<file path="src/rtl/accel_pkg.sv">
// Shared accelerator definitions: default geometry of the output scratchpad,
// the ofmap element type and the packer state encoding.
package accel_pkg;

    localparam int SRAM_DATA_WIDTH_DFLT = 64;
    localparam int DATA_WIDTH_DFLT      = 8;
    localparam int ADDR_WIDTH_DFLT      = 8;
    localparam int LANES_DFLT           = SRAM_DATA_WIDTH_DFLT / (2 * DATA_WIDTH_DFLT);

    typedef logic signed [2*DATA_WIDTH_DFLT-1:0] ofmap_t;

    typedef enum logic [1:0] {
        ACCUM = 2'd0,
        FLUSH = 2'd1,
        DONE  = 2'd2
    } pack_state_e;

endpackage

</file>
<file path="src/rtl/ofmap_packer_if.sv">
// Ofmap stream in / output-SRAM write port out, bundled for the packer.
// master: the side producing ofmap elements and consuming SRAM writes.
// slave:  the packer itself.
interface ofmap_packer_if
    import accel_pkg::*;
#(
    parameter int SRAM_DATA_WIDTH = SRAM_DATA_WIDTH_DFLT,
    parameter int DATA_WIDTH      = DATA_WIDTH_DFLT,
    parameter int ADDR_WIDTH      = ADDR_WIDTH_DFLT
);
    localparam int LANES = SRAM_DATA_WIDTH / (2 * DATA_WIDTH);

    logic signed [2*DATA_WIDTH-1:0] ofmap;
    logic                           ofmap_valid;
    logic                           done;

    logic                           write_en;
    logic [ADDR_WIDTH-1:0]          write_addr;
    logic [SRAM_DATA_WIDTH-1:0]     data_out;
    logic [LANES-1:0]               lane_mask;

    modport master (
        output ofmap, ofmap_valid, done,
        input  write_en, write_addr, data_out, lane_mask
    );

    modport slave (
        input  ofmap, ofmap_valid, done,
        output write_en, write_addr, data_out, lane_mask
    );

endinterface

</file>
<file path="src/rtl/ofmap_packer.sv">
// Ofmap packer: collects 2*DATA_WIDTH-bit ofmap elements into SRAM words,
// writes each full word to the output scratchpad and flushes a partial word
// (lane-masked) at end of stream.
// Optional build macro OFMAP_PACK_RELU_EN: negative elements are zeroed
// before packing (ReLU fused at writeback).
module ofmap_packer
    import accel_pkg::*;
#(
    parameter int SRAM_DATA_WIDTH = SRAM_DATA_WIDTH_DFLT,
    parameter int DATA_WIDTH      = DATA_WIDTH_DFLT,
    parameter int ADDR_WIDTH      = ADDR_WIDTH_DFLT
) (
    input  logic                  i_clk,
    input  logic                  i_nrst,
    input  logic                  i_reg_clear,
    input  logic [ADDR_WIDTH-1:0] i_base_addr,
    ofmap_packer_if.slave         bus,
    output logic [ADDR_WIDTH:0]   o_word_count,
    output logic                  o_overflow,
    output logic                  o_flush_done
);
    localparam int LANES = SRAM_DATA_WIDTH / (2 * DATA_WIDTH);
    localparam int EW    = 2 * DATA_WIDTH;
    localparam int IDX_W = (LANES > 1) ? $clog2(LANES) : 1;
    localparam logic [ADDR_WIDTH:0]  WC_LIMIT = {1'b1, {ADDR_WIDTH{1'b0}}};
    localparam logic [IDX_W-1:0]     IDX_LAST = IDX_W'(LANES - 1);

    typedef logic signed [EW-1:0] elem_t;

    function automatic elem_t relu_fn(input elem_t x);
`ifdef OFMAP_PACK_RELU_EN
        return (x < 0) ? '0 : x;
`else
        return x;
`endif
    endfunction

    pack_state_e                      state_q, state_d;
    logic [LANES-1:0][EW-1:0]         hold_q, hold_d;
    logic [IDX_W-1:0]                 idx_q, idx_d;
    logic [ADDR_WIDTH-1:0]            base_q, base_d;
    logic                             base_vld_q, base_vld_d;
    logic [ADDR_WIDTH:0]              wc_q, wc_d;
    logic                             we_q, we_d;
    logic [ADDR_WIDTH-1:0]            addr_q, addr_d;
    logic [SRAM_DATA_WIDTH-1:0]       data_q, data_d;
    logic [LANES-1:0]                 mask_q, mask_d;
    logic                             ovf_q, ovf_d;
    logic                             fd_q, fd_d;

    logic                             commit;
    logic [SRAM_DATA_WIDTH-1:0]       commit_data;
    logic [LANES-1:0]                 commit_mask;
    elem_t                            elem;
    logic [ADDR_WIDTH-1:0]            base_eff;

    // Next-state logic: lane fill, word commit (full or partial), FSM and address generation.
    always_comb begin
        state_d     = state_q;
        hold_d      = hold_q;
        idx_d       = idx_q;
        base_d      = base_q;
        base_vld_d  = base_vld_q;
        wc_d        = wc_q;
        we_d        = 1'b0;
        addr_d      = addr_q;
        data_d      = data_q;
        mask_d      = mask_q;
        ovf_d       = ovf_q;
        fd_d        = 1'b0;
        commit      = 1'b0;
        commit_data = '0;
        commit_mask = '0;
        elem        = relu_fn(bus.ofmap);
        // The base is latched on the first element; that same cycle it comes straight from the port.
        base_eff    = base_vld_q ? base_q : i_base_addr;

        unique case (state_q)
            ACCUM: begin
                if (bus.ofmap_valid) begin
                    hold_d[idx_q] = elem;
                    if (!base_vld_q) begin
                        base_d     = i_base_addr;
                        base_vld_d = 1'b1;
                    end
                    if (idx_q == IDX_LAST) begin
                        commit      = 1'b1;
                        commit_data = hold_d;
                        commit_mask = '1;
                        hold_d      = '0;
                        idx_d       = '0;
                    end else begin
                        idx_d = idx_q + 1'b1;
                    end
                end
                if (bus.done) begin
                    // A word completed by this same element already covers the flush.
                    if (!commit && idx_d != '0) begin
                        commit      = 1'b1;
                        commit_data = hold_d;
                        for (int k = 0; k < LANES; k++) begin
                            commit_mask[k] = (k < int'(idx_d));
                        end
                        hold_d = '0;
                        idx_d  = '0;
                    end
                    // With a write in flight, the flush pulse follows it from FLUSH.
                    state_d = commit ? FLUSH : DONE;
                    fd_d    = !commit;
                end
            end
            FLUSH: begin
                fd_d    = 1'b1;
                state_d = DONE;
            end
            default: begin
            end
        endcase

        if (commit) begin
            if (wc_q == WC_LIMIT) begin
                ovf_d = 1'b1;
            end else begin
                we_d   = 1'b1;
                addr_d = base_eff + wc_q[ADDR_WIDTH-1:0];
                data_d = commit_data;
                mask_d = commit_mask;
                wc_d   = wc_q + 1'b1;
            end
        end
    end

    // State and output registers; reset and clear both discard any partial word.
    always_ff @(posedge i_clk) begin
        if (!i_nrst || i_reg_clear) begin
            state_q    <= ACCUM;
            hold_q     <= '0;
            idx_q      <= '0;
            base_q     <= '0;
            base_vld_q <= 1'b0;
            wc_q       <= '0;
            we_q       <= 1'b0;
            addr_q     <= '0;
            data_q     <= '0;
            mask_q     <= '0;
            ovf_q      <= 1'b0;
            fd_q       <= 1'b0;
        end else begin
            state_q    <= state_d;
            hold_q     <= hold_d;
            idx_q      <= idx_d;
            base_q     <= base_d;
            base_vld_q <= base_vld_d;
            wc_q       <= wc_d;
            we_q       <= we_d;
            addr_q     <= addr_d;
            data_q     <= data_d;
            mask_q     <= mask_d;
            ovf_q      <= ovf_d;
            fd_q       <= fd_d;
        end
    end

    assign bus.write_en   = we_q;
    assign bus.write_addr = addr_q;
    assign bus.data_out   = data_q;
    assign bus.lane_mask  = mask_q;
    assign o_word_count   = wc_q;
    assign o_overflow     = ovf_q;
    assign o_flush_done   = fd_q;

endmodule
</file>
<file path="src/flat_wrapper.sv">
// flat-port wrapper written by rule: the top's interface ports become plain ports
module ofmap_packer_flat import accel_pkg::*;
#(
    parameter int SRAM_DATA_WIDTH = SRAM_DATA_WIDTH_DFLT,
    parameter int DATA_WIDTH      = DATA_WIDTH_DFLT,
    parameter int ADDR_WIDTH      = ADDR_WIDTH_DFLT
)
  (i_clk, i_nrst, i_reg_clear, i_base_addr, o_word_count, o_overflow, o_flush_done, bus_ofmap, bus_ofmap_valid, bus_done, bus_write_en, bus_write_addr, bus_data_out, bus_lane_mask);
  ofmap_packer_if #(.SRAM_DATA_WIDTH(SRAM_DATA_WIDTH), .DATA_WIDTH(DATA_WIDTH), .ADDR_WIDTH(ADDR_WIDTH)) bus_i ();
  input  logic i_clk;
  input  logic i_nrst;
  input  logic i_reg_clear;
  input  logic [ADDR_WIDTH-1:0] i_base_addr;
  output logic [ADDR_WIDTH:0] o_word_count;
  output logic o_overflow;
  output logic o_flush_done;
  input wire logic [$bits(bus_i.ofmap)-1:0] bus_ofmap;
  input wire logic [$bits(bus_i.ofmap_valid)-1:0] bus_ofmap_valid;
  input wire logic [$bits(bus_i.done)-1:0] bus_done;
  output wire logic [$bits(bus_i.write_en)-1:0] bus_write_en;
  output wire logic [$bits(bus_i.write_addr)-1:0] bus_write_addr;
  output wire logic [$bits(bus_i.data_out)-1:0] bus_data_out;
  output wire logic [$bits(bus_i.lane_mask)-1:0] bus_lane_mask;
  assign bus_i.ofmap = bus_ofmap;
  assign bus_i.ofmap_valid = bus_ofmap_valid;
  assign bus_i.done = bus_done;
  assign bus_write_en = bus_i.write_en;
  assign bus_write_addr = bus_i.write_addr;
  assign bus_data_out = bus_i.data_out;
  assign bus_lane_mask = bus_i.lane_mask;
  ofmap_packer #(.SRAM_DATA_WIDTH(SRAM_DATA_WIDTH), .DATA_WIDTH(DATA_WIDTH), .ADDR_WIDTH(ADDR_WIDTH)) u_core (.i_clk(i_clk), .i_nrst(i_nrst), .i_reg_clear(i_reg_clear), .i_base_addr(i_base_addr), .bus(bus_i), .o_word_count(o_word_count), .o_overflow(o_overflow), .o_flush_done(o_flush_done));
endmodule
</file>
<file path="config.mk">
export PLATFORM = sky130hd
export DESIGN_NAME = ofmap_packer_flat
export DESIGN_NICKNAME = d
export VERILOG_FILES = /design/src/rtl/accel_pkg.sv /design/src/rtl/ofmap_packer_if.sv /design/src/rtl/ofmap_packer.sv /design/src/flat_wrapper.sv
export SDC_FILE = /design/constraint.sdc
export NUM_CORES = 1
export LEC_CHECK = 0
export BUFFER_PORTS_ARGS = -buffer_cell sky130_fd_sc_hd__buf_4
export CORE_ASPECT_RATIO = 0.7
export CORE_UTILIZATION = 52
export DETAILED_ROUTE_END_ITERATION = 10
export MAX_ROUTING_LAYER = met4
export PLACE_DENSITY_LB_ADDON = 0.12
export RECOVER_POWER = 25
export SLEW_MARGIN = 40
export SYNTH_ARGS = -nofsm -noshare
export SYNTH_HDL_FRONTEND = slang
export SYNTH_SLANG_ARGS = --single-unit
</file>
<file path="constraint.sdc">
create_clock -name i_clk -period 2.4 [get_ports i_clk]
set_clock_uncertainty 0.15 [all_clocks]
set_input_delay 0.48 -clock i_clk [delete_from_list [all_inputs] [get_ports i_clk]]
set_output_delay 0.48 -clock i_clk [all_outputs]
set_load 0.02 [all_outputs]
</file>
==> report_table.html <==
<table>
<tr><th>Metric</th><th>Value</th></tr>
<tr><th colspan="2">Outcome</th></tr>
<tr><td>Status</td><td>finished, final reports clean</td></tr>
<tr><th colspan="2">Timing</th></tr>
<tr><td>Worst Max-Slew Pin Slew</td><td>0.683 ns</td></tr>
<tr><td>Time the worst path needs with I/O delays and setup</td><td>2.33 ns</td></tr>
<tr><td>Crit share post-route</td><td>0.972</td></tr>
<tr><td>Hold_ws</td><td>0.157 ns</td></tr>
<tr><td># setup viols final</td><td>0</td></tr>
<tr><td>Maximum clock frequency</td><td>0.429 GHz</td></tr>
<tr><td>Tightest slew margin relative to the limit</td><td>0.544</td></tr>
<tr><td>Final-report hold violation count</td><td>0</td></tr>
<tr><td>Number of slew-limit violations in the final report</td><td>0</td></tr>
<tr><th colspan="2">Synthesis</th></tr>
<tr><td>Complex-gate fraction of the synthesized area</td><td>0.197</td></tr>
<tr><td>Share of the yosys chip area belonging to registers</td><td>0.428</td></tr>
<tr><td>Post-synth cell types</td><td>55</td></tr>
<tr><td>Leading register cell type out of synthesis</td><td>sky130_fd_sc_hd__dfxtp_1</td></tr>
<tr><td>Cells after Synth</td><td>901</td></tr>
<tr><td>Flops &amp; latches, synth</td><td>165</td></tr>
<tr><td>Synthesized area divided by synthesized cell count</td><td>8.57 um^2</td></tr>
<tr><td>Cell area after synthesis</td><td>7720 um^2</td></tr>
<tr><td>Mux cell area share after synthesis</td><td>0.0927</td></tr>
<tr><td>Combinational family with the most area after synthesis</td><td>compound AO/OA/AOI/OAI gates</td></tr>
<tr><td>Number of enable-type register cells in the synthesized netlist</td><td>0</td></tr>
<tr><td>Synth Area in XOR/XNOR</td><td>0.0102</td></tr>
<tr><td>Total of warnings raised by yosys</td><td>0</td></tr>
<tr><td>Synthesized netlist net count</td><td>944</td></tr>
<tr><td>Post-synthesis share of cell area spent on full adders, half adders and majority gates</td><td>0.0237</td></tr>
<tr><td>Share of synthesized flip-flops with an asynchronous set or reset</td><td>0</td></tr>
<tr><td>Basic-gate share of the synthesized area counting and, or, nand and nor cells</td><td>0.192</td></tr>
<tr><th colspan="2">Run</th></tr>
<tr><td>Number of max-cap violations</td><td>0</td></tr>
<tr><th colspan="2">Clock tree</th></tr>
<tr><td>Clock buffer depth</td><td>2</td></tr>
<tr><td>Number of buffers inserted during clock tree synthesis</td><td>17</td></tr>
<tr><td>CTS root buf</td><td>sky130_fd_sc_hd__clkbuf_16</td></tr>
<tr><td>Total number of H-tree levels</td><td>4</td></tr>
<tr><td>Worst-Skew Late Latency</td><td>0.44 ns</td></tr>
<tr><td>Clock tree from TritonCTS</td><td>yes</td></tr>
<tr><td>Clock transition at the register clock pins on the worst setup and hold paths after CTS</td><td>0.06 ns</td></tr>
<tr><td>Clock net sink count</td><td>165</td></tr>
<tr><td>Count of hold buffers inserted by post-cts repair</td><td>0</td></tr>
<tr><th colspan="2">Power and ir drop</th></tr>
<tr><td>Lkg Pwr</td><td>3.25 nW</td></tr>
<tr><td>Total power consumption of the routed design</td><td>6.15 mW</td></tr>
<tr><td>Power per standard cell area</td><td>654 nW/um^2</td></tr>
<tr><td>Maximum VDD drop</td><td>0.470 mV</td></tr>
<tr><th colspan="2">GRT</th></tr>
<tr><td>First-pass GRT wire length</td><td>35600 um</td></tr>
<tr><td>Grt ovf</td><td>0</td></tr>
<tr><td>Antenna violations before repair</td><td>0</td></tr>
<tr><td>GRT Total Usage</td><td>0.304</td></tr>
<tr><td>Vias in the first global route</td><td>6732</td></tr>
<tr><td>Maximum number of pins on one net before global-route repair</td><td>60</td></tr>
<tr><th colspan="2">Detailed routing</th></tr>
<tr><td>Number of detailed-route iterations in the first pass</td><td>7</td></tr>
<tr><td>Total wire length</td><td>23400 um</td></tr>
<tr><td>DRC viols</td><td>0</td></tr>
<tr><td>Routed via count</td><td>7251</td></tr>
<tr><td>Top routing layer in use</td><td>met4</td></tr>
<tr><td>Number of vias per cell after detailed routing</td><td>6.03</td></tr>
<tr><td>Detailed-routed wire length on met3</td><td>1830 um</td></tr>
<tr><td>DR iter-0 viols</td><td>625</td></tr>
<tr><td>Post-route met1 wirelength</td><td>10600 um</td></tr>
<tr><td>Count of nets left with antenna violations after detail routing</td><td>0</td></tr>
<tr><td>Routed wire per std cell</td><td>19.4 um</td></tr>
<tr><td>Sum of met2 wire segment lengths after detailed routing</td><td>10400 um</td></tr>
<tr><th colspan="2">Worst hold path</th></tr>
<tr><td>Number of instances on the worst hold path</td><td>3</td></tr>
<tr><td>Classification of the worst-slack hold path</td><td>in -&gt; reg</td></tr>
<tr><th colspan="2">Floorplan</th></tr>
<tr><td>Num ports</td><td>117</td></tr>
<tr><td>Overall die area</td><td>15300 um^2</td></tr>
<tr><td>Starting utilization of the core area</td><td>0.544</td></tr>
<tr><td>X dimension of the die</td><td>148 um</td></tr>
<tr><td>Cell Rows</td><td>36</td></tr>
<tr><td>Core Footprint</td><td>14200 um^2</td></tr>
<tr><td>Die Height</td><td>104 um</td></tr>
<tr><th colspan="2">Placed design</th></tr>
<tr><td>Sum of net half-perimeters after detailed placement</td><td>14900 um</td></tr>
<tr><td>Number of placed cells counting well taps</td><td>1165</td></tr>
<tr><td>Buffers added on ports</td><td>116</td></tr>
<tr><td>Final estimated routing congestion in global placement</td><td>0.912</td></tr>
<tr><th colspan="2">Setup path</th></tr>
<tr><td>Data arrival time of the critical path</td><td>2.50 ns</td></tr>
<tr><td>Slowest stage cell on the critical path</td><td>sky130_fd_sc_hd__or4b_4</td></tr>
<tr><td>Endpoint kind of the worst setup timing path</td><td>flop</td></tr>
<tr><td>CP startpoint kind</td><td>flop</td></tr>
<tr><td>Largest fanout on the critical path</td><td>17</td></tr>
<tr><td>FF-to-FF path depth</td><td>8</td></tr>
<tr><td>Worst endpoint required time</td><td>2.57 ns</td></tr>
<tr><td>Highest cell delay on the worst timing path</td><td>0.49 ns</td></tr>
<tr><td>Kind of critical path</td><td>reg -&gt; reg</td></tr>
<tr><td>Crit path cell chain</td><td>inv_1, ha_1, or4b_4, or2_4, nand4_4, clkbuf_16, nor2_1, a311o_1</td></tr>
<tr><th colspan="2">Final layout</th></tr>
<tr><td>Final-stage net count</td><td>1043</td></tr>
<tr><td>Antenna Cells</td><td>0</td></tr>
<tr><td>Count of placed standard cells in the final layout, fillers left out</td><td>1203</td></tr>
<tr><td>Fraction of final layout cells sized beyond drive strength 1</td><td>0.180</td></tr>
<tr><td>Layout area overhead</td><td>21.9%</td></tr>
</table>
==> stage by stage <==
stage	util	TNS [ns]	area, um^2	setup slack (ns)
2_1_floorplan	-	0	7720	0.0650
3_5_place_dp	0.625	0	8870	0.0318
4_1_cts	0.667	0	9460	0.0141
6_report	0.663	0	9410	0.0667
5_1_grt	0.663	-0.0308	9410	-0.0294
3_3_place_gp	0.625	0	8870	0.0417
==> state kept, by name, summed over array words and instances (netlist names), 2 cells and up <==
signal and cells:
u_core.state_q 2, u_core.base_q 8, u_core.bus.write_addr 8, u_core.idx_q 2
u_core.bus.data_out 64, u_core.hold_q 64, u_core.bus.lane_mask 4, u_core.o_word_count 9
==> per-layer routing <==
layer  vias up  track usage
li1       3419            -
met1      3498        0.410
met2       292        0.451
met3        42       0.0654
met4         0       0.0987
met5         -            -
==> final timing paths <==
| path | start | endpoint | slack (ns) |
|---|---|---|---|
| worst max register to register | u_core.o_word_count[1] | u_core.bus.data_out[25] | 0.07 |
| worst max-delay path | u_core.o_word_count[1] | u_core.bus.data_out[25] | 0.07 |
| worst min-delay path | i_base_addr[7] | u_core.base_q[7] | 0.16 |
| worst min register to register | u_core.bus.data_out[11] | u_core.bus.data_out[11] | 0.30 |
==> cells by family after synthesis <==
group           after synthesis
compound gates              231
buf+inv                      99
simple gates                314
xor+xnor                      9
flops                       165
fa+ha+maj                    14
mux                          69
==> synth_stat cells (2+ instances only) <==
library cell | count | area [um^2]
sky130_fd_sc_hd__dfxtp_1 | 165 | 3300
sky130_fd_sc_hd__nand2_1 | 91 | 342
sky130_fd_sc_hd__a21oi_1 | 84 | 420
sky130_fd_sc_hd__nor2_1 | 80 | 300
sky130_fd_sc_hd__clkbuf_1 | 59 | 221
sky130_fd_sc_hd__mux2i_1 | 49 | 490
sky130_fd_sc_hd__o21ai_0 | 42 | 210
sky130_fd_sc_hd__nor3_1 | 41 | 205
sky130_fd_sc_hd__nand3_1 | 34 | 170
sky130_fd_sc_hd__a22oi_1 | 33 | 248
sky130_fd_sc_hd__a311o_1 | 31 | 310
sky130_fd_sc_hd__and2_1 | 21 | 131
sky130_fd_sc_hd__mux2_2 | 20 | 225
sky130_fd_sc_hd__buf_2 | 19 | 95.1
sky130_fd_sc_hd__or3_1 | 18 | 113
sky130_fd_sc_hd__ha_1 | 13 | 163
sky130_fd_sc_hd__a211oi_1 | 12 | 90.1
sky130_fd_sc_hd__inv_1 | 10 | 37.5
sky130_fd_sc_hd__xnor2_1 | 8 | 70.1
sky130_fd_sc_hd__buf_6 | 6 | 67.6
sky130_fd_sc_hd__a221oi_1 | 4 | 35.0
sky130_fd_sc_hd__buf_1 | 4 | 15.0
sky130_fd_sc_hd__nand2b_1 | 4 | 25.0
sky130_fd_sc_hd__nor2b_1 | 4 | 25.0
sky130_fd_sc_hd__nand4_1 | 3 | 18.8
sky130_fd_sc_hd__nor4_1 | 3 | 18.8
sky130_fd_sc_hd__o211ai_1 | 3 | 22.5
sky130_fd_sc_hd__o21a_1 | 3 | 22.5
sky130_fd_sc_hd__o21ai_1 | 3 | 15.0
sky130_fd_sc_hd__o221ai_1 | 3 | 26.3
sky130_fd_sc_hd__a211o_1 | 2 | 17.5
sky130_fd_sc_hd__a211oi_2 | 2 | 25.0
sky130_fd_sc_hd__a32oi_1 | 2 | 17.5
sky130_fd_sc_hd__o21ai_2 | 2 | 17.5
sky130_fd_sc_hd__or3_4 | 2 | 22.5
sky130_fd_sc_hd__or4b_1 | 2 | 20.0
==> worst max-delay path: cells and delay by family, from the launching register on <==
kind,cells,cell delay (ns)
simple gates,4,0.99
flops,1,0.32
buf+inv,2,0.32
compound gates,1,0.27
fa+ha+maj,1,0.19
==> power breakdown <==
part / switching, mW / internal (mW) / total [mW]
registers: 0.0192 / 2.77 / 2.79
clock network: 1.14 / 1.60 / 2.73
logic: 0.404 / 0.223 / 0.627
==> cell type report <==
class / count / area [um^2]
Clock buffer: 22 / 464
Clock inverter: 10 / 123
Fill cell: 1236 / 4780
Inverter: 10 / 37.5
Multi-Input combinational cell: 637 / 4050
Sequential cell: 165 / 3300
Tap cell: 190 / 238
Timing Repair Buffer: 169 / 1190
==> repair_timing <==
item                                    4_1_cts  5_1_grt
endpoints found under the hold margin         0        0
buffers inserted                              0        2
resized for setup                             0       13
endpoints found under the setup margin        0       82
==> placed cells by master, fill, tap and decap left out, types with 3 or more instances in the layout <==
master and count:
sky130_fd_sc_hd__o21a_1 3, sky130_fd_sc_hd__ha_1 10, sky130_fd_sc_hd__o21ai_0 42, sky130_fd_sc_hd__clkinvlp_4 3, sky130_fd_sc_hd__nand4_1 3, sky130_fd_sc_hd__nor2b_1 3, sky130_fd_sc_hd__a311o_1 31, sky130_fd_sc_hd__or3_1 18
sky130_fd_sc_hd__nand2_1 91, sky130_fd_sc_hd__mux2i_1 49, sky130_fd_sc_hd__xnor2_1 8, sky130_fd_sc_hd__o221ai_1 3, sky130_fd_sc_hd__o21ai_1 3, sky130_fd_sc_hd__nand3_1 34, sky130_fd_sc_hd__mux2_2 20, sky130_fd_sc_hd__nor3_1 41
sky130_fd_sc_hd__o211ai_1 3, sky130_fd_sc_hd__a221oi_1 4, sky130_fd_sc_hd__clkbuf_16 21, sky130_fd_sc_hd__nor2_1 79, sky130_fd_sc_hd__buf_12 5, sky130_fd_sc_hd__a211oi_2 3, sky130_fd_sc_hd__clkbuf_1 64, sky130_fd_sc_hd__buf_4 98
sky130_fd_sc_hd__nor4_1 3, sky130_fd_sc_hd__a21oi_1 82, sky130_fd_sc_hd__a211oi_1 11, sky130_fd_sc_hd__and2_1 19, sky130_fd_sc_hd__a22oi_1 33, sky130_fd_sc_hd__dfxtp_1 164, sky130_fd_sc_hd__inv_1 10, sky130_fd_sc_hd__nand2b_1 3
No activity file was read; power rests on OpenSTA's default activity.
